File: src/rtl/keystream_sequencer.sv
// ============================================================================
// Module   : keystream_sequencer
// Purpose  : Controller for a coupled-map keystream datapath: seeds the maps,
//            discards warm-up iterations, then streams XOR-combined words over
//            a valid/ready handshake. Warm-up stage present only when the
//            macro KEYSTREAM_SEQ_WARMUP_EN is defined.
// Revision : 1.0 - initial release
// ============================================================================
`default_nettype none

module keystream_sequencer #(
  parameter int WARMUP_CYCLES = 64
) (
  input  logic        clk,
  input  logic        reset,
  input  logic        start,
  input  logic [15:0] len,
  input  logic [31:0] seed_p,
  input  logic [31:0] seed_s,
  input  logic [31:0] seed_l,
  input  logic [31:0] Xpn,
  input  logic [31:0] Xsn,
  input  logic [31:0] Xln,
  output logic        s,
  output logic        en1,
  output logic [31:0] Xp0,
  output logic [31:0] Xs0,
  output logic [31:0] Xl0,
  output logic [31:0] ks_word,
  output logic        ks_valid,
  input  logic        ks_ready,
  output logic        busy,
  output logic        done
);

  if (WARMUP_CYCLES < 1 || WARMUP_CYCLES > 255) begin : g_warmup_range_check
    $error("keystream_sequencer: WARMUP_CYCLES must be within 1..255");
  end

  typedef enum logic [2:0] {
    ST_IDLE   = 3'd0,
    ST_SEED   = 3'd1,
`ifdef KEYSTREAM_SEQ_WARMUP_EN
    ST_WARMUP = 3'd2,
`endif
    ST_RUN    = 3'd3,
    ST_DRAIN  = 3'd4,
    ST_DONE   = 3'd5
  } state_t;

  state_t      r_state;
  state_t      w_next_state;

  logic [15:0] r_len;
  logic [31:0] r_seed_p;
  logic [31:0] r_seed_s;
  logic [31:0] r_seed_l;
  logic [31:0] r_shadow_p;
  logic [31:0] r_shadow_s;
  logic [31:0] r_shadow_l;
  logic [16:0] r_loaded;
  logic [16:0] r_sent;
  logic [31:0] r_ks_word;
  logic        r_ks_valid;

`ifdef KEYSTREAM_SEQ_WARMUP_EN
  localparam logic [7:0] c_warm_last = 8'(WARMUP_CYCLES - 1);
  logic [7:0]  r_warm_cnt;
`endif

  logic        w_adv;
  logic        w_hs;
  logic [16:0] w_len_ext;

  assign w_len_ext = {1'b0, r_len};
  assign w_adv     = (r_state == ST_RUN) && (!r_ks_valid || ks_ready) && (r_loaded < w_len_ext);
  assign w_hs      = r_ks_valid && ks_ready;

  assign ks_word  = r_ks_word;
  assign ks_valid = r_ks_valid;

  always_comb begin
    w_next_state = r_state;
    s            = 1'b0;
    en1          = 1'b0;
    Xp0          = 32'd0;
    Xs0          = 32'd0;
    Xl0          = 32'd0;
    busy         = 1'b0;
    done         = 1'b0;
    case (r_state)
      ST_IDLE: begin
        if (start) begin
          w_next_state = (len != 16'd0) ? ST_SEED : ST_DONE;
        end
      end
      ST_SEED: begin
        en1  = 1'b1;
        busy = 1'b1;
        Xp0  = r_seed_p;
        Xs0  = r_seed_s;
        Xl0  = r_seed_l;
`ifdef KEYSTREAM_SEQ_WARMUP_EN
        w_next_state = ST_WARMUP;
`else
        w_next_state = ST_RUN;
`endif
      end
`ifdef KEYSTREAM_SEQ_WARMUP_EN
      ST_WARMUP: begin
        en1  = 1'b1;
        s    = 1'b1;
        busy = 1'b1;
        Xp0  = r_shadow_p;
        Xs0  = r_shadow_s;
        Xl0  = r_shadow_l;
        if (r_warm_cnt == c_warm_last) begin
          w_next_state = ST_RUN;
        end
      end
`endif
      ST_RUN: begin
        // On a stall the datapath reloads from shadow and recomputes the same state
        en1  = 1'b1;
        s    = w_adv;
        busy = 1'b1;
        Xp0  = r_shadow_p;
        Xs0  = r_shadow_s;
        Xl0  = r_shadow_l;
        if (w_adv && (r_loaded + 17'd1 == w_len_ext)) begin
          w_next_state = ST_DRAIN;
        end
      end
      ST_DRAIN: begin
        en1  = 1'b1;
        busy = 1'b1;
        Xp0  = r_shadow_p;
        Xs0  = r_shadow_s;
        Xl0  = r_shadow_l;
        if (w_hs && (r_sent + 17'd1 == w_len_ext)) begin
          w_next_state = ST_DONE;
        end
      end
      ST_DONE: begin
        done         = 1'b1;
        w_next_state = ST_IDLE;
      end
      default: begin
        w_next_state = ST_IDLE;
      end
    endcase
  end

  always_ff @(posedge clk) begin
    if (reset) begin
      r_state    <= ST_IDLE;
      r_len      <= 16'd0;
      r_seed_p   <= 32'd0;
      r_seed_s   <= 32'd0;
      r_seed_l   <= 32'd0;
      r_shadow_p <= 32'd0;
      r_shadow_s <= 32'd0;
      r_shadow_l <= 32'd0;
      r_loaded   <= 17'd0;
      r_sent     <= 17'd0;
      r_ks_word  <= 32'd0;
      r_ks_valid <= 1'b0;
`ifdef KEYSTREAM_SEQ_WARMUP_EN
      r_warm_cnt <= 8'd0;
`endif
    end else begin
      r_state <= w_next_state;

      if (r_state == ST_IDLE && start) begin
        r_len    <= len;
        r_seed_p <= seed_p;
        r_seed_s <= seed_s;
        r_seed_l <= seed_l;
        r_loaded <= 17'd0;
        r_sent   <= 17'd0;
      end

      if (r_state == ST_SEED) begin
        r_shadow_p <= r_seed_p;
        r_shadow_s <= r_seed_s;
        r_shadow_l <= r_seed_l;
`ifdef KEYSTREAM_SEQ_WARMUP_EN
        r_warm_cnt <= 8'd0;
`endif
      end

`ifdef KEYSTREAM_SEQ_WARMUP_EN
      if (r_state == ST_WARMUP) begin
        r_shadow_p <= Xpn;
        r_shadow_s <= Xsn;
        r_shadow_l <= Xln;
        r_warm_cnt <= r_warm_cnt + 8'd1;
      end
`endif

      // A load takes priority over a simultaneous handshake clearing valid
      if (w_adv) begin
        r_shadow_p <= Xpn;
        r_shadow_s <= Xsn;
        r_shadow_l <= Xln;
        r_ks_word  <= Xpn ^ Xsn ^ Xln;
        r_ks_valid <= 1'b1;
        r_loaded   <= r_loaded + 17'd1;
      end else if (w_hs) begin
        r_ks_valid <= 1'b0;
      end

      if (w_hs) begin
        r_sent <= r_sent + 17'd1;
      end
    end
  end

endmodule

`default_nettype wire

File: config.mk
export PLATFORM = sky130hd
export DESIGN_NAME = keystream_sequencer
export DESIGN_NICKNAME = d
export VERILOG_FILES = /design/src/rtl/keystream_sequencer.sv
export SDC_FILE = /design/constraint.sdc
export NUM_CORES = 1
export LEC_CHECK = 0
export BUFFER_PORTS_ARGS = -buffer_cell sky130_fd_sc_hd__buf_2
export CAP_MARGIN = 20
export CELL_PAD_IN_SITES_DETAIL_PLACEMENT = 1
export CELL_PAD_IN_SITES_GLOBAL_PLACEMENT = 1
export CORE_MARGIN = 2
export CORE_UTILIZATION = 41
export CTS_BUF_LIST = sky130_fd_sc_hd__clkbuf_16
export DETAILED_ROUTE_END_ITERATION = 10
export PLACE_DENSITY = 0.84
export REMOVE_ABC_BUFFERS = 1
export SYNTH_ARGS = -nofsm -noshare
export SYNTH_HDL_FRONTEND = slang
export SYNTH_SLANG_ARGS = --single-unit
export TNS_END_PERCENT = 20
File: constraint.sdc
create_clock -name clk -period 7.7 [get_ports clk]
set_input_delay 0.77 -clock clk [delete_from_list [all_inputs] [get_ports clk]]
set_output_delay 0.77 -clock clk [all_outputs]
set_load 0.01 [all_outputs]
==> results of run 1 <==
==> cell usage after synthesis (2+ instances only) <==
master	n
nand4_1	7
a21o_1	2
clkbuf_8	2
nand2b_1	4
ha_1	18
o21ai_0	18
a211oi_1	3
and4_1	2
or4_1	5
clkbuf_1	121
nor2b_1	4
or3_2	2
or2_2	4
inv_1	19
xnor2_1	102
buf_1	7
xor2_1	9
nand4_2	2
a21oi_1	178
and2_1	4
dfxtp_1	278
o31ai_1	3
nor2_1	133
or3_1	9
a31oi_1	16
a221oi_1	2
buf_6	2
nor4_1	11
a311oi_1	99
o211ai_1	3
nor3_1	13
buf_2	3
nor3b_1	2
nand3b_1	7
nand4b_1	3
nand3_1	37
and3_1	4
buf_4	4
nand2_1	701
==> sequential cells by signal, summed over array words and instances (netlist names), 32 cells and up <==
register    cells
ks_word        32
r_seed_l       32
r_seed_p       32
r_seed_s       32
r_shadow_l     32
r_shadow_p     32
r_shadow_s     32
==> logic make-up (layout without fill, tap and decap cells) <==
kind of cell    count (synthesis)  after routing
other cells                     0             16
simple gates                  962            962
buf+inv                       160            434
fa+ha+maj                      18             18
xor+xnor                      111            111
flops                         278            278
compound gates                333            333
==> layout make-up <==
type | count | area share
multi-input combinational | 1424 | 0.447
sequential | 278 | 0.341
timing repair buffer | 356 | 0.112
clock buffer | 31 | 0.0475
tap | 442 | 0.0338
clock inverter | 27 | 0.0126
inverter | 20 | 0.00459
antenna | 16 | 0.00245
==> power groups by stage <==
stage | Sequential [W] | Clock (W) | Combinational, W
6_report | 0.00156 | 0.00146 | 0.000459
5_1_grt | 0.00157 | 0.00155 | 0.000505
4_1_cts | 0.00156 | 0.00148 | 0.000462
3_5_place_dp | 0.00159 | 0 | 0.000458
3_3_place_gp | 0.00159 | 0 | 0.000445
2_1_floorplan | 0.00158 | 0 | 0.000250
==> worst max-delay path: stages (launching register included) <==
cell,delay (ns)
dfxtp_1,0.46
or2b_2,0.39
nor2_4,0.52
buf_4,0.82
nand2_1,0.22
nand2_1,0.13
buf_2,0.16
==> path summary, 6_finish.rpt <==
kind,start,end,slack (ns),cells past startpoint
worst max-delay path,r_state[0],Xl0[30],3.59,6
worst max register to register,r_len[10],r_loaded[10],4.22,11
worst min register to register,ks_word[22],ks_word[22],0.45,2
worst min-delay path,seed_s[26],r_seed_s[26],0.43,3
==> metrics by stage <==
step | setup WS (ns) | hold WS [ns]
CTS | 3.59 | 0.410
floorplan | 0.0400 | 0.431
global placement | 4.21 | 0.436
finish | 3.59 | 0.426
detailed placement | 4.18 | 0.442
global route | 3.42 | 0.413
==> layer usage <==
layer | routed length [microns] | global-route usage
met1 | 20100 | 0.329
met2 | 24700 | 0.491
met3 | 3420 | 0.0775
met4 | 1580 | 0.102
met5 | 73 | 0
==> run summary, run 1 <==
Crit. End Element: output pin
max-cap violations: 0
H-tree depth: 1
vias in the first global route: 14517
area grow syn2layout: 21.2%
Yosys reg bits: 278
combinational share of power: 0.132
IO buf count: 344
Worst Clk Skew: 0.0216 ns
Netlist cell types: 58
Main synth FF type: dfxtp_1
Sw Pwr: 0.000975 W
final worst path period share: 0.533
unrepaired setup endpoints after global routing: no
Die Wd: 185 microns
largest net degree at the start of global routing: 232
VDD IR-drop max: 0.183 mV
CTS resizes: 0
final layout net count: 2341
DP Area: 0.0153 sq mm
placed cells: 2519
Rows: 66
XOR/XNOR Fraction of Synth Area: 0.0721
syn avg cell area: 7.24 sq um
max_slew headroom: 0.250
Int Power: 0.00251 W
worst-path fanout max: 73
crit path launch type: flip-flop
I/O pin count: 345
Compound-Gate Fraction of Synth Area: 0.157
Final TNS setup: 0 ns
Area contributors post-synth: dfxtp_1 (41%), nand2_1 (20%), xnor2_1 (6.6%)
Pwr Total: 0.00348 W
register area share after synthesis: 0.413
Post-synth EDFFs: 0
area of the multi-input gates: 0.00730 sq mm
via count: 14196
simple-gate share of the synthesized area: 0.292
fillers: 4178
post-CTS setup buffer count: 0
mux cell area share after synthesis: 0
first drt pass iteration count: 4
DIE AREA: 0.0344 sq mm
Synth top area share: 0.413
Worst Path Arrival: 3.34 ns
clock-pin slew on the worst setup and hold paths: 0.06 ns
Core Box Area: 0.0325 sq mm
post-route ant nets: 0
# DRC: 0
TritonCTS clock tree: yes
initial antenna violation count: 20
layout cells sized above 1: 0.194
most frequent cells in the layout: nand2_1 (701), buf_2 (344), dfxtp_1 (278), a21oi_1 (178), nor2_1 (132)
Num CTS Buffers: 31
max frequency: 0.244 GHz
CTS Hold Bufs: 0
Final Hold Violating Endpoints: 0
mapped cell area: 0.0135 sq mm
gate count after technology mapping: 1862
Setup violations, final: 0
Clock Latency Late Sink: 0.58 ns
commonest non-fill, non-tap cell in the layout: nand2_1
Initial Util: 0.416
largest family of logic cells by synthesized area: simple AND/OR/NAND/NOR gates
fraction of registers with async set/reset: 0
final std cells w/o fill: 2594
hold crit path type: in -> reg
Reg area: 0.00557 sq mm
violation count after the first detailed-route iteration: 752
Final Max Slew Viols: 0
Critical Path RT: 6.93 ns
Root Buffer: clkbuf_16
PwrDens: 213 mW/mm^2
Pleak: 6.90 nW
first-pass GRT wire length: 76.9 mm
gpl congestion: 0.842
vias per cell: 5.47
minimum clock period: 4.11 ns
clk buf depth: 3
Crit Path Class: reg -> out
GR Util All Layers: 0.282
YS warnings: 0
Final Cell Area: 0.0163 sq mm
Tightest Pin Transition: 1.12 ns
sequential share of power: 0.448
Final Util: 0.504
switch share: 0.280
wire per inst: 19.2 microns
Synth area leader: dfxtp_1
Post-Synth Adder-Cell Area: 0.0167
Die Y: 185 microns
global route overflow: 0
clock network power share: 0.420
hpwl dp: 33.3 mm
CTS sink cnt: 278
status: complete, no violations
routed wire length: 49.9 mm
Note: power is estimated with default switching activity, not from simulation.
==> run 2, diff against run 1 <==
- ABC_AREA: not set -> 1
- CORE_UTILIZATION: 41 -> 38
- PLACE_DENSITY: 0.84 -> 0.79
- clock period: 7.7 -> 4.2 ns (I/O delays scaled with it)
==> run 2 against run 1 <==
Combinational power increased to 3.1 times the previous value. Core utilization is 3.2 points lower. Register-to-register slack worse by 2.7 ns. First-iteration DRC count down 16%. Routed wire length rose by 3.9%. Sequential share of layout area is 1.0 points lower. Cell count rose by 5.4%. Die area grew 11%. Non-clock buffer count increased by 1. Critical path depth unchanged.
==> run summary, run 2 <==
status: complete, no violations
violation count after the first detailed-route iteration: 634 (-16%)
clock-pin slew on the worst setup and hold paths: 0.06 ns (about the same)
vias per cell: 5.35 (-2.2%)
vias in the first global route: 15146 (+4.3%)
CTS resizes: 0 (unchanged)
combinational share of power: 0.193 (+0.061)
crit path setup slack, layout: 0.942 ns (-2.65 ns)
post-CTS setup buffer count: 0 (unchanged)
CTS Hold Bufs: 0 (unchanged)
Yosys reg bits: 278 (unchanged)
final layout net count: 2471 (+5.6%)
IO buf count: 344 (unchanged)
layout cells sized above 1: 0.189 (-0.00530)
Final Hold Violating Endpoints: 0 (unchanged)
I/O pin count: 345 (unchanged)
CTS sink cnt: 278 (unchanged)
gate count after technology mapping: 1976 (+6.1%)
Commonest cells post-synth: nand2_1 (489), dfxtp_1 (278), o21ai_0 (252), a21oi_1 (187), inv_1 (167)
Int Power: 0.00504 W (+100%)
largest net degree at the start of global routing: 133 (-43%)
H-tree depth: 2 (+1)
worst hold slack: 0.173 ns (-0.253 ns)
first drt pass iteration count: 5 (+1)
max frequency: 0.307 GHz
mapped cell area: 0.0138 sq mm (+2.6%)
Final Max Slew Viols: 0 (unchanged)
clk buf depth: 3 (unchanged)
Die Y: 195 microns (+5.1%)
crit path launch type: flip-flop
unrepaired setup endpoints after global routing: no
global route overflow: 0 (unchanged)
hold crit path type: in -> reg
switch share: 0.312 (+0.0320)
TritonCTS clock tree: yes
post-route ant nets: 0 (unchanged)
GR Util All Layers: 0.267 (-0.0142)
worst-path fanout max: 97 (+33%)
fillers: 4695 (+12%)
Main synth FF type: dfxtp_1
sequential share of power: 0.420 (-0.028)
Rows: 69 (+4.5%)
Area contributors post-synth: dfxtp_1 (40%), nand2_1 (13%), o21ai_0 (9.1%)
first-pass GRT wire length: 81.5 mm (+6.0%)
Core Box Area: 0.0357 sq mm (+10%)
hpwl dp: 35.7 mm (+7.1%)
Tightest Pin Transition: 0.963 ns (-0.162 ns)
Synth top area share: 0.402 (-0.0106)
Synth area leader: dfxtp_1
max_slew headroom: 0.358 (+0.108)
clock network power share: 0.387 (-0.033)
Reg2Reg Depth: 12 (+1)
DIE AREA: 0.0380 sq mm (+11%)
Num CTS Buffers: 35 (+13%)
count leader, synth: nand2_1
PwrDens: 435 mW/mm^2 (+100%)
commonest non-fill, non-tap cell in the layout: nand2_1
Crit Path Class: reg -> out
final worst path period share: 0.776
Root Buffer: clkbuf_16
Post-synth EDFFs: 0 (unchanged)
syn avg cell area: 7.01 sq um (-3.3%)
DP Area: 0.0158 sq mm (+2.9%)
Initial Util: 0.387 (-0.0283)
fraction of registers with async set/reset: 0 (unchanged)
most frequent cells in the layout: nand2_1 (489), buf_2 (343), dfxtp_1 (278), o21ai_0 (252), a21oi_1 (187)
Clock Latency Late Sink: 0.52 ns (-0.06 ns)
YS warnings: 0 (unchanged)
# DRC: 0 (unchanged)
Worst Path Arrival: 2.84 ns (-0.50 ns)
gpl congestion: 0.875 (+3.9%)
Setup violations, final: 0 (unchanged)
dpl ws: 1.52 ns (-2.66 ns)
hold depth: 3 (unchanged)
via count: 14640 (+3.1%)
register area share after synthesis: 0.402 (-0.0106)
Sw Pwr: 0.00228 W (+130%)
Final TNS setup: 0 ns (unchanged)
VDD IR-drop max: 0.234 mV (+28%)
wire per inst: 19.0 microns (-1.4%)
max-cap violations: 0 (unchanged)
Worst Clk Skew: 0.0215 ns (-0.0000126 ns)
Die Wd: 195 microns (+5.1%)
Netlist cell types: 35 (-40%)
area grow syn2layout: 21.6%
Critical Path RT: 3.78 ns (-3.15 ns)
Pleak: 7.48 nW (+8.4%)
Crit. End Element: output pin
Final Cell Area: 0.0168 sq mm (+3.0%)
initial antenna violation count: 18 (-10%)
minimum clock period: 3.26 ns
routed wire length: 51.8 mm (+3.9%)
## run 2: cell count changes after synthesis, moves of 9 or more
cell / before / now
o21ai_0: 18 / 252
nand2_1: 701 / 489
inv_1: 19 / 167
xnor2_1: 102 / 33
nand3_1: 37 / 79
clkbuf_1: 121 / 86
buf_2: 3 / 30
nor2_1: 133 / 157
xor2_1: 9 / 33
a31oi_1: 16 / 1
nor3_1: 13 / 1
a21oi_1: 178 / 187
or3_1: 9 / 0
## run 2: cells by family after synthesis
logic type	count (synthesis)	share of synthesized area
flip-flops	278	0.402
adder cells (fa/ha/maj)	18	0.0163
AO/OA/AOI/OAI	547	0.226
buffers and inverters	301	0.0892
XOR/XNOR	66	0.0418
AND/OR/NAND/NOR	766	0.225
## run 2: final timing paths
kind                              startpoint           end  slack, ns
worst max register to register     r_len[15]    r_state[2]       1.50
worst min register to register  r_seed_l[21]  r_seed_l[21]       0.44
worst max-delay path              r_state[0]           en1       0.94
worst min-delay path               seed_l[5]   r_seed_l[5]       0.17
## run 2: critical path, cell delays in order, from the launching register on
cell	delay, ns
dfxtp_1	0.36
inv_1	0.13
nor3_4	0.17
buf_12	0.37
clkinv_2	0.57
nand2_1	0.38
buf_2	0.19
## run 2: layer usage
| metal | global-route usage | up-vias | routed length, microns |
|---|---|---|---|
| met1 | 0.317 | 7042 | 21600 |
| met4 | 0.100 | 14 | 1760 |
| met5 | 0 | - | 96 |
| li1 | - | 7132 | - |
| met2 | 0.466 | 348 | 25100 |
| met3 | 0.0680 | 104 | 3310 |
## run 2: through the flow
step | std cells | total power (W) | utilization
after floorplan | 1847 | 0.00392 | -
after global placement | 2665 | 0.00449 | 0.441
after detailed placement | 2665 | 0.00454 | 0.441
after CTS | 2726 | 0.00737 | 0.470
after global routing | 2733 | 0.00767 | 0.471
final | 2735 | 0.00732 | 0.471
## run 2: power by group through the flow
stage / logic [W] / registers (W) / clock network (W)
floorplan: 0.000824 / 0.00310 / 0
global placement: 0.00138 / 0.00311 / 0
detailed placement: 0.00142 / 0.00312 / 0
CTS: 0.00142 / 0.00307 / 0.00288
global route: 0.00157 / 0.00311 / 0.00299
finish: 0.00141 / 0.00307 / 0.00283
## run 2: final cells by class
type / instances / area [sq um] / share of cell area
sequential: 278 / 5570 / 0.331
antenna: 9 / 22.5 / 0.00134
tap: 461 / 577 / 0.0343
multi-input combinational: 1397 / 7070 / 0.420
clock inverter: 26 / 181 / 0.0108
inverter: 172 / 648 / 0.0385
clock buffer: 35 / 876 / 0.0520
timing repair buffer: 357 / 1900 / 0.113
